## src/rtl/mul_pkg.sv

```systemverilog
// Shared definitions for the radix-4 Booth / Wallace-tree multiplier:
// internal width derivation, Booth digit encoding and operand mode flags.
package mul_pkg;

  // Internal operand width: XLEN+1 for the sign/zero extension, +1 to make it even
  function automatic int calc_w(input int xlen);
    return xlen + 2;
  endfunction

  // Number of radix-4 Booth partial products for an XLEN-bit multiplier
  function automatic int calc_npp(input int xlen);
    return (xlen + 2) / 2;
  endfunction

  // Number of 3:2 counter levels needed to bring 'rows' operands down to two
  function automatic int wallace_levels(input int rows);
    int n;
    int lv;
    n  = rows;
    lv = 0;
    while (n > 2) begin
      n  = 2 * (n / 3) + (n % 3);
      lv = lv + 1;
    end
    return lv;
  endfunction

  // Booth digit selections: multiple of the multiplicand to add
  typedef enum logic [2:0] {
    BOOTH_ZERO = 3'd0,
    BOOTH_POS1 = 3'd1,
    BOOTH_POS2 = 3'd2,
    BOOTH_NEG1 = 3'd3,
    BOOTH_NEG2 = 3'd4
  } booth_sel_e;

  // Per-operand interpretation (MUL/MULH = S/S, MULHSU = S/U, MULHU = U/U)
  typedef enum logic {
    OPD_UNSIGNED = 1'b0,
    OPD_SIGNED   = 1'b1
  } opd_mode_e;

  // Radix-4 Booth recoding of multiplier bits {b[2i+1], b[2i], b[2i-1]}
  function automatic booth_sel_e booth_encode(input logic [2:0] bits);
    booth_sel_e sel;
    case (bits)
      3'b001, 3'b010: sel = BOOTH_POS1;
      3'b011:         sel = BOOTH_POS2;
      3'b100:         sel = BOOTH_NEG2;
      3'b101, 3'b110: sel = BOOTH_NEG1;
      default:        sel = BOOTH_ZERO;
    endcase
    return sel;
  endfunction

endpackage

```

## src/rtl/booth_pp_gen.sv

```systemverilog
// One radix-4 Booth partial product, sign-extended to 2*W bits and left
// unshifted. Negative digits return the one's complement; the missing +1
// is reported on 'neg' so it can be added as a separate tree input.
module booth_pp_gen
  import mul_pkg::*;
#(
  parameter int W = 34
) (
  input  logic [W-1:0]   mcand,
  input  logic [2:0]     bits,
  output logic [2*W-1:0] pp,
  output logic           neg
);

  booth_sel_e     sel;
  logic [2*W-1:0] ext;
  logic [2*W-1:0] mag;

  assign sel = booth_encode(bits);
  assign ext = {{W{mcand[W-1]}}, mcand};

  // Pick the multiple of the multiplicand and invert it for negative digits
  always_comb begin
    mag = '0;
    neg = 1'b0;
    case (sel)
      BOOTH_POS1: mag = ext;
      BOOTH_POS2: mag = ext << 1;
      BOOTH_NEG1: begin
        mag = ext;
        neg = 1'b1;
      end
      BOOTH_NEG2: begin
        mag = ext << 1;
        neg = 1'b1;
      end
      default: mag = '0;
    endcase
    pp = neg ? ~mag : mag;
  end

endmodule

```

## src/rtl/booth_wallace_mul_pipe.sv

```systemverilog
// Three-stage, globally stalled radix-4 Booth / Wallace-tree multiplier
// returning the full 2*XLEN product with a passthrough tag.
//   S1: extended operands, S2: Wallace sum/carry, S3: final add.
module booth_wallace_mul_pipe
  import mul_pkg::*;
#(
  parameter int XLEN  = 32,
  parameter int TAG_W = 4
) (
  input  logic                clk,
  input  logic                reset,
  input  logic                flush,
  input  logic                in_valid,
  output logic                in_ready,
  input  logic [XLEN-1:0]     in_src1,
  input  logic [XLEN-1:0]     in_src2,
  input  logic                in_signed1,
  input  logic                in_signed2,
  input  logic [TAG_W-1:0]    in_tag,
  output logic                out_valid,
  input  logic                out_ready,
  output logic [2*XLEN-1:0]   out_result,
  output logic [TAG_W-1:0]    out_tag
);

  localparam int W     = calc_w(XLEN);
  localparam int NPP   = calc_npp(XLEN);
  localparam int PW    = 2 * W;
  localparam int RW    = 2 * XLEN;
  localparam int NROWS = NPP + 1;
  localparam int NLVL  = wallace_levels(NROWS);

  // 3:2 counter: bitwise sum and the carry vector moved up one column
  function automatic logic [PW-1:0] csa_sum(input logic [PW-1:0] x, input logic [PW-1:0] y,
                                            input logic [PW-1:0] z);
    return x ^ y ^ z;
  endfunction

  function automatic logic [PW-1:0] csa_carry(input logic [PW-1:0] x, input logic [PW-1:0] y,
                                              input logic [PW-1:0] z);
    return ((x & y) | (x & z) | (y & z)) << 1;
  endfunction

  logic              stall;
  logic              accept;
  opd_mode_e         mode1;
  opd_mode_e         mode2;
  logic              ext1;
  logic              ext2;

  logic              s1_valid;
  logic [W-1:0]      s1_a;
  logic [W-1:0]      s1_b;
  logic [TAG_W-1:0]  s1_tag;

  logic              s2_valid;
  logic [RW-1:0]     s2_sum;
  logic [RW-1:0]     s2_carry;
  logic [TAG_W-1:0]  s2_tag;

  logic [W:0]        b_ext;
  logic [PW-1:0]     pp_raw [NPP];
  logic [NPP-1:0]    pp_neg;
  logic [PW-1:0]     tree_q [NROWS];
  logic [PW-1:0]     tree_n [NROWS];
  int                tree_cnt;
  int                tree_k;

  // Global stall: a product waiting on the consumer freezes every stage.
  // Reset is folded in so the input side is closed while reset is held.
  assign stall    = out_valid & ~out_ready;
  assign in_ready = reset & ~stall & ~flush;
  assign accept   = in_valid & in_ready;

  assign mode1 = opd_mode_e'(in_signed1);
  assign mode2 = opd_mode_e'(in_signed2);
  assign ext1  = (mode1 == OPD_SIGNED) & in_src1[XLEN-1];
  assign ext2  = (mode2 == OPD_SIGNED) & in_src2[XLEN-1];

  // Stage valid bits: cleared by reset or flush, frozen while stalled
  always_ff @(posedge clk or negedge reset) begin
    if (!reset) begin
      s1_valid  <= 1'b0;
      s2_valid  <= 1'b0;
      out_valid <= 1'b0;
    end else if (flush) begin
      s1_valid  <= 1'b0;
      s2_valid  <= 1'b0;
      out_valid <= 1'b0;
    end else if (!stall) begin
      s1_valid  <= accept;
      s2_valid  <= s1_valid;
      out_valid <= s2_valid;
    end
  end

  // S1: capture operands extended to W bits (by sign or zero) plus the tag
  always_ff @(posedge clk or negedge reset) begin
    if (!reset) begin
      s1_a   <= '0;
      s1_b   <= '0;
      s1_tag <= '0;
    end else if (!stall) begin
      s1_a   <= {{2{ext1}}, in_src1};
      s1_b   <= {{2{ext2}}, in_src2};
      s1_tag <= in_tag;
    end
  end

  // Booth digit i looks at multiplier bits [2i+1:2i-1] with an implied 0 below bit 0
  assign b_ext = {s1_b, 1'b0};

  for (genvar i = 0; i < NPP; i++) begin : g_pp
    booth_pp_gen #(.W(W)) u_pp (
      .mcand (s1_a),
      .bits  (b_ext[2*i+2:2*i]),
      .pp    (pp_raw[i]),
      .neg   (pp_neg[i])
    );
  end

  // Wallace reduction: shifted partials plus one row of negation +1 bits are
  // compressed level by level with 3:2 counters until two rows remain
  always_comb begin
    for (int r = 0; r < NROWS; r++) begin
      tree_q[r] = '0;
      tree_n[r] = '0;
    end
    for (int i = 0; i < NPP; i++) begin
      tree_q[i]        = pp_raw[i] << (2 * i);
      tree_q[NPP][2*i] = pp_neg[i];
    end
    tree_cnt = NROWS;
    tree_k   = 0;
    for (int lvl = 0; lvl < NLVL; lvl++) begin
      for (int r = 0; r < NROWS; r++) begin
        tree_n[r] = '0;
      end
      tree_k = 0;
      for (int g = 0; g < NROWS / 3; g++) begin
        if (3 * g + 2 < tree_cnt) begin
          tree_n[tree_k]     = csa_sum(tree_q[3*g], tree_q[3*g+1], tree_q[3*g+2]);
          tree_n[tree_k + 1] = csa_carry(tree_q[3*g], tree_q[3*g+1], tree_q[3*g+2]);
          tree_k             = tree_k + 2;
        end
      end
      for (int r = 0; r < NROWS; r++) begin
        if (r >= 3 * (tree_cnt / 3) && r < tree_cnt) begin
          tree_n[tree_k] = tree_q[r];
          tree_k         = tree_k + 1;
        end
      end
      for (int r = 0; r < NROWS; r++) begin
        tree_q[r] = tree_n[r];
      end
      tree_cnt = tree_k;
    end
  end

  // S2: register the two reduced rows; bits above 2*XLEN never reach the result
  always_ff @(posedge clk or negedge reset) begin
    if (!reset) begin
      s2_sum   <= '0;
      s2_carry <= '0;
      s2_tag   <= '0;
    end else if (!stall) begin
      s2_sum   <= tree_q[0][RW-1:0];
      s2_carry <= tree_q[1][RW-1:0];
      s2_tag   <= s1_tag;
    end
  end

  // S3: final carry-propagate add into the held output register
  always_ff @(posedge clk or negedge reset) begin
    if (!reset) begin
      out_result <= '0;
      out_tag    <= '0;
    end else if (!stall) begin
      out_result <= s2_sum + s2_carry;
      out_tag    <= s2_tag;
    end
  end

endmodule

```

## config.mk

```make
export PLATFORM = sky130hd
export DESIGN_NAME = booth_wallace_mul_pipe
export DESIGN_NICKNAME = d
export VERILOG_FILES = /design/src/rtl/mul_pkg.sv /design/src/rtl/booth_pp_gen.sv /design/src/rtl/booth_wallace_mul_pipe.sv
export SDC_FILE = /design/constraint.sdc
export NUM_CORES = 2
export LEC_CHECK = 0
export ABC_AREA = 1
export CAP_MARGIN = 10
export CORE_MARGIN = 1
export CORE_UTILIZATION = 53
export CTS_BUF_LIST = sky130_fd_sc_hd__clkbuf_16
export CTS_CLUSTER_DIAMETER = 150
export DETAILED_ROUTE_END_ITERATION = 7
export PLACE_DENSITY = 0.7
export SETUP_SLACK_MARGIN = 0.15
export SLEW_MARGIN = 25
export SYNTH_ARGS = -nofsm -noshare
export SYNTH_HDL_FRONTEND = slang
export SYNTH_HIERARCHICAL = 1
export SYNTH_SLANG_ARGS = --single-unit
```

## constraint.sdc

```tcl
create_clock -name clk -period 9.5 [get_ports clk]
set_input_delay 1.425 -clock clk [delete_from_list [all_inputs] [get_ports clk]]
set_output_delay 1.425 -clock clk [all_outputs]
set_load 0.01 [all_outputs]
```

; Word-level counts from Yosys, hierarchy flattened
; Index checks and enable logic that the tools add are counted.
[totals]
ff_bits = 272
out_inout_bits = 70
word_cells = 475
[classes]
add_sub_neg = 1
n_eq_ne = 168
mux = 74
bitwise = 138
reduce_logical = 83
[op_table]
columns = op, n
row1 = $and 63x63->63, 46
row2 = $or 63x63->63, 32
row3 = $xor 64x64->64, 31
row4 = $eq 3x2->1 const B, 66
row5 = $eq 3x3->1 const B, 65
row6 = $pmux 3 s4, 16
row7 = $reduce_or 2->1, 83
row8 = $pmux 64 s2, 1
row9 = $and 63x33->63, 2
row10 = $pmux 62 s2, 1
row11 = $pmux 60 s2, 1
row12 = $pmux 58 s2, 1
row13 = $pmux 56 s2, 1
row14 = $pmux 54 s2, 1
row15 = $pmux 52 s2, 1
row16 = $pmux 50 s2, 1
row17 = $eq 3x1->1 const B, 33
row18 = $pmux 48 s2, 1
row19 = $pmux 46 s2, 1
row20 = $pmux 44 s2, 1
row21 = $pmux 42 s2, 1
row22 = $pmux 40 s2, 1
row23 = $pmux 38 s2, 1
row24 = $pmux 36 s2, 1
row25 = other kinds (45), 75

; Longest topological paths before layout
[logic_depth]
ltp_word = 26
ltp_mapped = 31
ltp_nobuf = 30

; Modules after synthesis
; The synthesis kept the hierarchy.
[modules_own_cells]
columns = mod, instances, cells_per_inst, area_each_um2, seq_area_each_um2
row1 = booth_wallace_mul_pipe, 1, 3964, 33996.4, 6706.4
row2 = booth_pp_gen, 17, 259, 1251.2, 0.0

; Worst setup path before layout
; OpenSTA, ideal clock, no wires.
[synth_path]
path_type = flip-flop to flip-flop
start = register, netlist name s1_a[32]
end = register s2_sum[63]
arrival_ns = 6.621
required_ns = 9.383
setup_slack_ns = 2.762
path_stages_with_launch = 24
synth_period_minus_slack_ns = 6.738
path_cell_list = dfrtp_1 -> o21ai_0 -> a22oi_1 -> buf_4 -> inv_1 -> fa_1 -> fa_1 -> fa_1 -> inv_1 -> fa_1 -> fa_1 -> nand3b_1 -> nand2_1 -> nand2_1 -> inv_1 -> nor2_1 -> nand2_1 -> nand2_1 -> nand2_1 -> nand2_1 -> inv_1 -> nand2_1 -> nand3_1 -> nand2_1
[synth_lines]
columns = element, line_no
row1 = end signal: assignment, booth_wallace_mul_pipe.sv:167  ; s2_sum <= tree_q[0][RW-1:0];
row2 = end: declaration, booth_wallace_mul_pipe.sv:57  ; logic [RW-1:0] s2_sum;

; Final worst setup path
[layout_path]
start = register s1_b[21]
end = register s2_sum[63]
[layout_via]
elab_cells_between_ends = 81
classes_between = 20 x eq/ne / 8 x mux / 43 x bitwise / 10 x reduce/logical
[layout_lines]
columns = element, line_no
row1 = start: declaration, booth_wallace_mul_pipe.sv:53  ; logic [W-1:0] s1_b;
row2 = start signal: assignment, booth_wallace_mul_pipe.sv:105  ; s1_b <= {{2{ext2}}, in_src2};
row3 = $eq 3x3->1 (tied with other cells), mul_pkg.sv:46  ; case (bits)
row4 = $reduce_or 2->1, mul_pkg.sv:46
row5 = $pmux 3 s4 (*), mul_pkg.sv:46
row6 = $eq 3x2->1 or $eq 3x3->1 (tied branches), booth_pp_gen.sv:26  ; case (sel)
row7 = $reduce_or 2->1 (no source line) (*), -
row8 = $mux 1 (*), booth_pp_gen.sv:26
row9 = via pp_neg[10], booth_wallace_mul_pipe.sv:63  ; logic [NPP-1:0] pp_neg;
row10 = $mux 44 (*), booth_pp_gen.sv:39  ; pp = neg ? ~mag : mag;
row11 = [4 not listed], -
row12 = $or 63x63->63 (2 in series), booth_wallace_mul_pipe.sv:41  ; return ((x & y) | (x & z) | (y & z)) << 1;
row13 = $and 63x63->63, booth_wallace_mul_pipe.sv:41
row14 = $or 63x63->63 (2 in series), booth_wallace_mul_pipe.sv:41
row15 = $xor 64x64->64 (2 in series), booth_wallace_mul_pipe.sv:36  ; return x ^ y ^ z;
row16 = $and 63x63->63, booth_wallace_mul_pipe.sv:41
row17 = $or 63x63->63 (2 in series), booth_wallace_mul_pipe.sv:41
row18 = $xor 64x64->64, booth_wallace_mul_pipe.sv:36
row19 = $xor 64x64->64 (*), booth_wallace_mul_pipe.sv:36
; Mark *: on every way through the listed nets, which the timed path passes. The rest lies on a longest branch.
; A chain may end at the register's enable or synchronous reset.

==> impl_metrics.json <==
{
  "status": "finished clean",
  "slew-limit-headroom_pct": 23.7,
  "drt_pass1_iterations": 7,
  "clk_latency_ps": 610,
  "final_cells": 9067,
  "cts_tree": "built",
  "dieArea_mm2": 0.101,
  "post-route-period-util_pct": 68.6,
  "hp-class": "reg -> reg",
  "overflow": 0,
  "first_iter_violations": 6513,
  "p_leak_nw": 31.3,
  "antenna_found_initial": 7,
  "synthCells": 8015,
  "critPathSlowestCell": "nor2_4",
  "drv_slew": 0,
  "cp.arrival_ps": 7030,
  "clock_path_buffers": 3,
  "drive_gt1_share_pct": 4.68,
  "holdBufCountCts": 0,
  "hpwl_um": 141000,
  "critPathTopFamily": "adder cells",
  "cts_max_level": 2,
  "grt_pass1_wl_um": 296000,
  "grt.met1_usage_pct": 51.4,
  "finalWirelength_um": 196000,
  "start_util_pct": 53.5,
  "timing.final.crit_period_ps": 6520,
  "post-cts-setup-buffers": 0,
  "end_kind": "flip-flop",
  "via_count": 52100,
  "skew_ps": 18.2,
  "ir_worst_vdd_uv": 349,
  "cpPeakStageDelay_ps": 830,
  "cp.required_ps": 10000,
  "port_buffers": 144,
  "grt_usage_pct": 39.2,
  "cts_buffers": 37,
  "design.core.area_mm2": 0.0984,
  "postCtsResizedCells": 0,
  "grt_pass1_vias": 49400,
  "gp_congestion": 0.981,
  "ant_nets": 0,
  "nFillCells": 9736,
  "drc": 0,
  "fp.dieW_um": 317,
  "tns_ps": 0,
  "maxCapViolCount": 0,
  "critPathKind": "reg -> reg",
  "rr_worst_depth": 25,
  "hold_viol": 0,
  "startpoint": "s1_b[21]",
  "area_growth_pct": 2.91,
  "r2r_setup_slack_ps": 2980,
  "rows": 115,
  "r2r-start": "s1_b[21]",
  "reg2reg_to": "s2_sum[63]",
  "gr-usage-met2_pct": 59.0,
  "dp_cells": 9000,
  "gr-max-usage-layer": "met2",
  "die_h_um": 317,
  "total_power_w": 0.0265,
  "io_pins": 145,
  "fmax_mhz": 153,
  "worst_setup_path_start_kind": "flip-flop",
  "utilization_pct": 55.1,
  "crit_path_frequent_cell": "nand2_1",
  "cp_max_fo": 35,
  "tightest_slew_ps": 1140,
  "p_per_area_mw_per_mm2": 489,
  "numClockSinks": 268,
  "grt_use_met3_pct": 10.4,
  "wl_per_cell_um": 21.6,
  "via_per_inst": 5.75,
  "setup_viol": 0,
  "nets": 8673,
  "crit_end": "s2_sum[63]",
  "critPathBufInv": 7,
  "syn_area_mm2": 0.0527,
  "holdWs_ps": 464,
  "avgSynthCellArea_um2": 6.57,
  "cts_root_buffer": "clkbuf_16",
  "grt_max_degree": 176,
  "clkTransAtPathRegs_ps": 60,
  "rsz0062_at_grt": "no",
  "ys_warn_count": 6,
  "crit_cells": 25
}
worst register-to-register path: cells and delay by family (launching register included):
family | cells | cell delay [ps]
AO/OA/AOI/OAI | 1 | 470
AND/OR/NAND/NOR | 12 | 1590
flip-flops | 1 | 700
adder cells (fa/ha/maj) | 5 | 2370
buffers and inverters | 7 | 1280
metal layers:
layer  share of wire (%)  up-vias  wire length [µm]
met4                 6.2       12             12100
li1                    -    23700                 -
met2                  43     3160             83700
met1                  38    24600             75300
met3                  13      620             25000
met5               0.039        -                76
cell usage in the layout, fill, tap and decap left out, types with 9 or more instances in the layout:
cell,instances
nand2_1,3377
nand3_1,1206
inv_1,1165
fa_1,679
dfrtp_1,264
ha_1,165
clkdlybuf4s50_1,143
nor2_1,120
buf_4,86
o21ai_0,76
a21oi_1,68
inv_2,55
nand2_2,52
clkbuf_16,38
nor2_4,37
nand4_1,27
xor2_1,25
xnor2_1,22
nor2_2,20
o21ai_1,19
nor3_1,13
o21ai_2,12
o21bai_1,9
nand3_2,9
nand3b_1,9
clkinv_1,9
a22oi_2,9
worst min path at each step:
stage                          to  cells past startpoint  startpoint
floorplan           out_result[0]                      2   s2_sum[0]
global placement    out_result[0]                      2   s2_sum[0]
detailed placement  out_result[0]                      2   s2_sum[0]
CTS                 out_result[0]                      2   s2_sum[0]
global route           out_tag[3]                      2  out_tag[3]
finish              out_result[0]                      2   s2_sum[0]
registers in the layout, summed over array words and instances, names as in the netlist:
name	count
s2_carry	59
s2_tag	4
s1_tag	4
s2_valid	1
s1_valid	1
s2_sum	64
s1_b	33
out_valid	1
out_result	64
s1_a	33
out_tag	4
layout make-up:
| class | instances | area, µm² | share of cell area [%] |
|---|---|---|---|
| flip-flops and latches | 268 | 6710 | 12.4 |
| clock buffers | 38 | 951 | 1.75 |
| multi-input cells | 5994 | 38000 | 70.0 |
| clock inverters | 26 | 208 | 0.383 |
| repair buffers | 235 | 2180 | 4.02 |
| well taps | 1287 | 1610 | 2.97 |
| inverters | 1218 | 4580 | 8.45 |
| diodes | 1 | 2.50 | 0.00462 |
where the power goes:
| group | switching, W | internal (W) | total (W) |
|---|---|---|---|
| Sequential | 0.000403 | 0.00206 | 0.00246 |
| Combinational | 0.0136 | 0.00901 | 0.0227 |
| Clock | 0.000616 | 0.000784 | 0.00140 |
metrics by stage:
| stage | worst slack (ps) | area, µm² |
|---|---|---|
| 2_1_floorplan | 3130 | 52700 |
| 3_3_place_gp | 2980 | 53000 |
| 3_5_place_dp | 2990 | 53000 |
| 4_1_cts | 2970 | 54200 |
| 5_1_grt | 2790 | 54200 |
| 6_report | 2980 | 54200 |
Power figures use the tool's default switching activity.
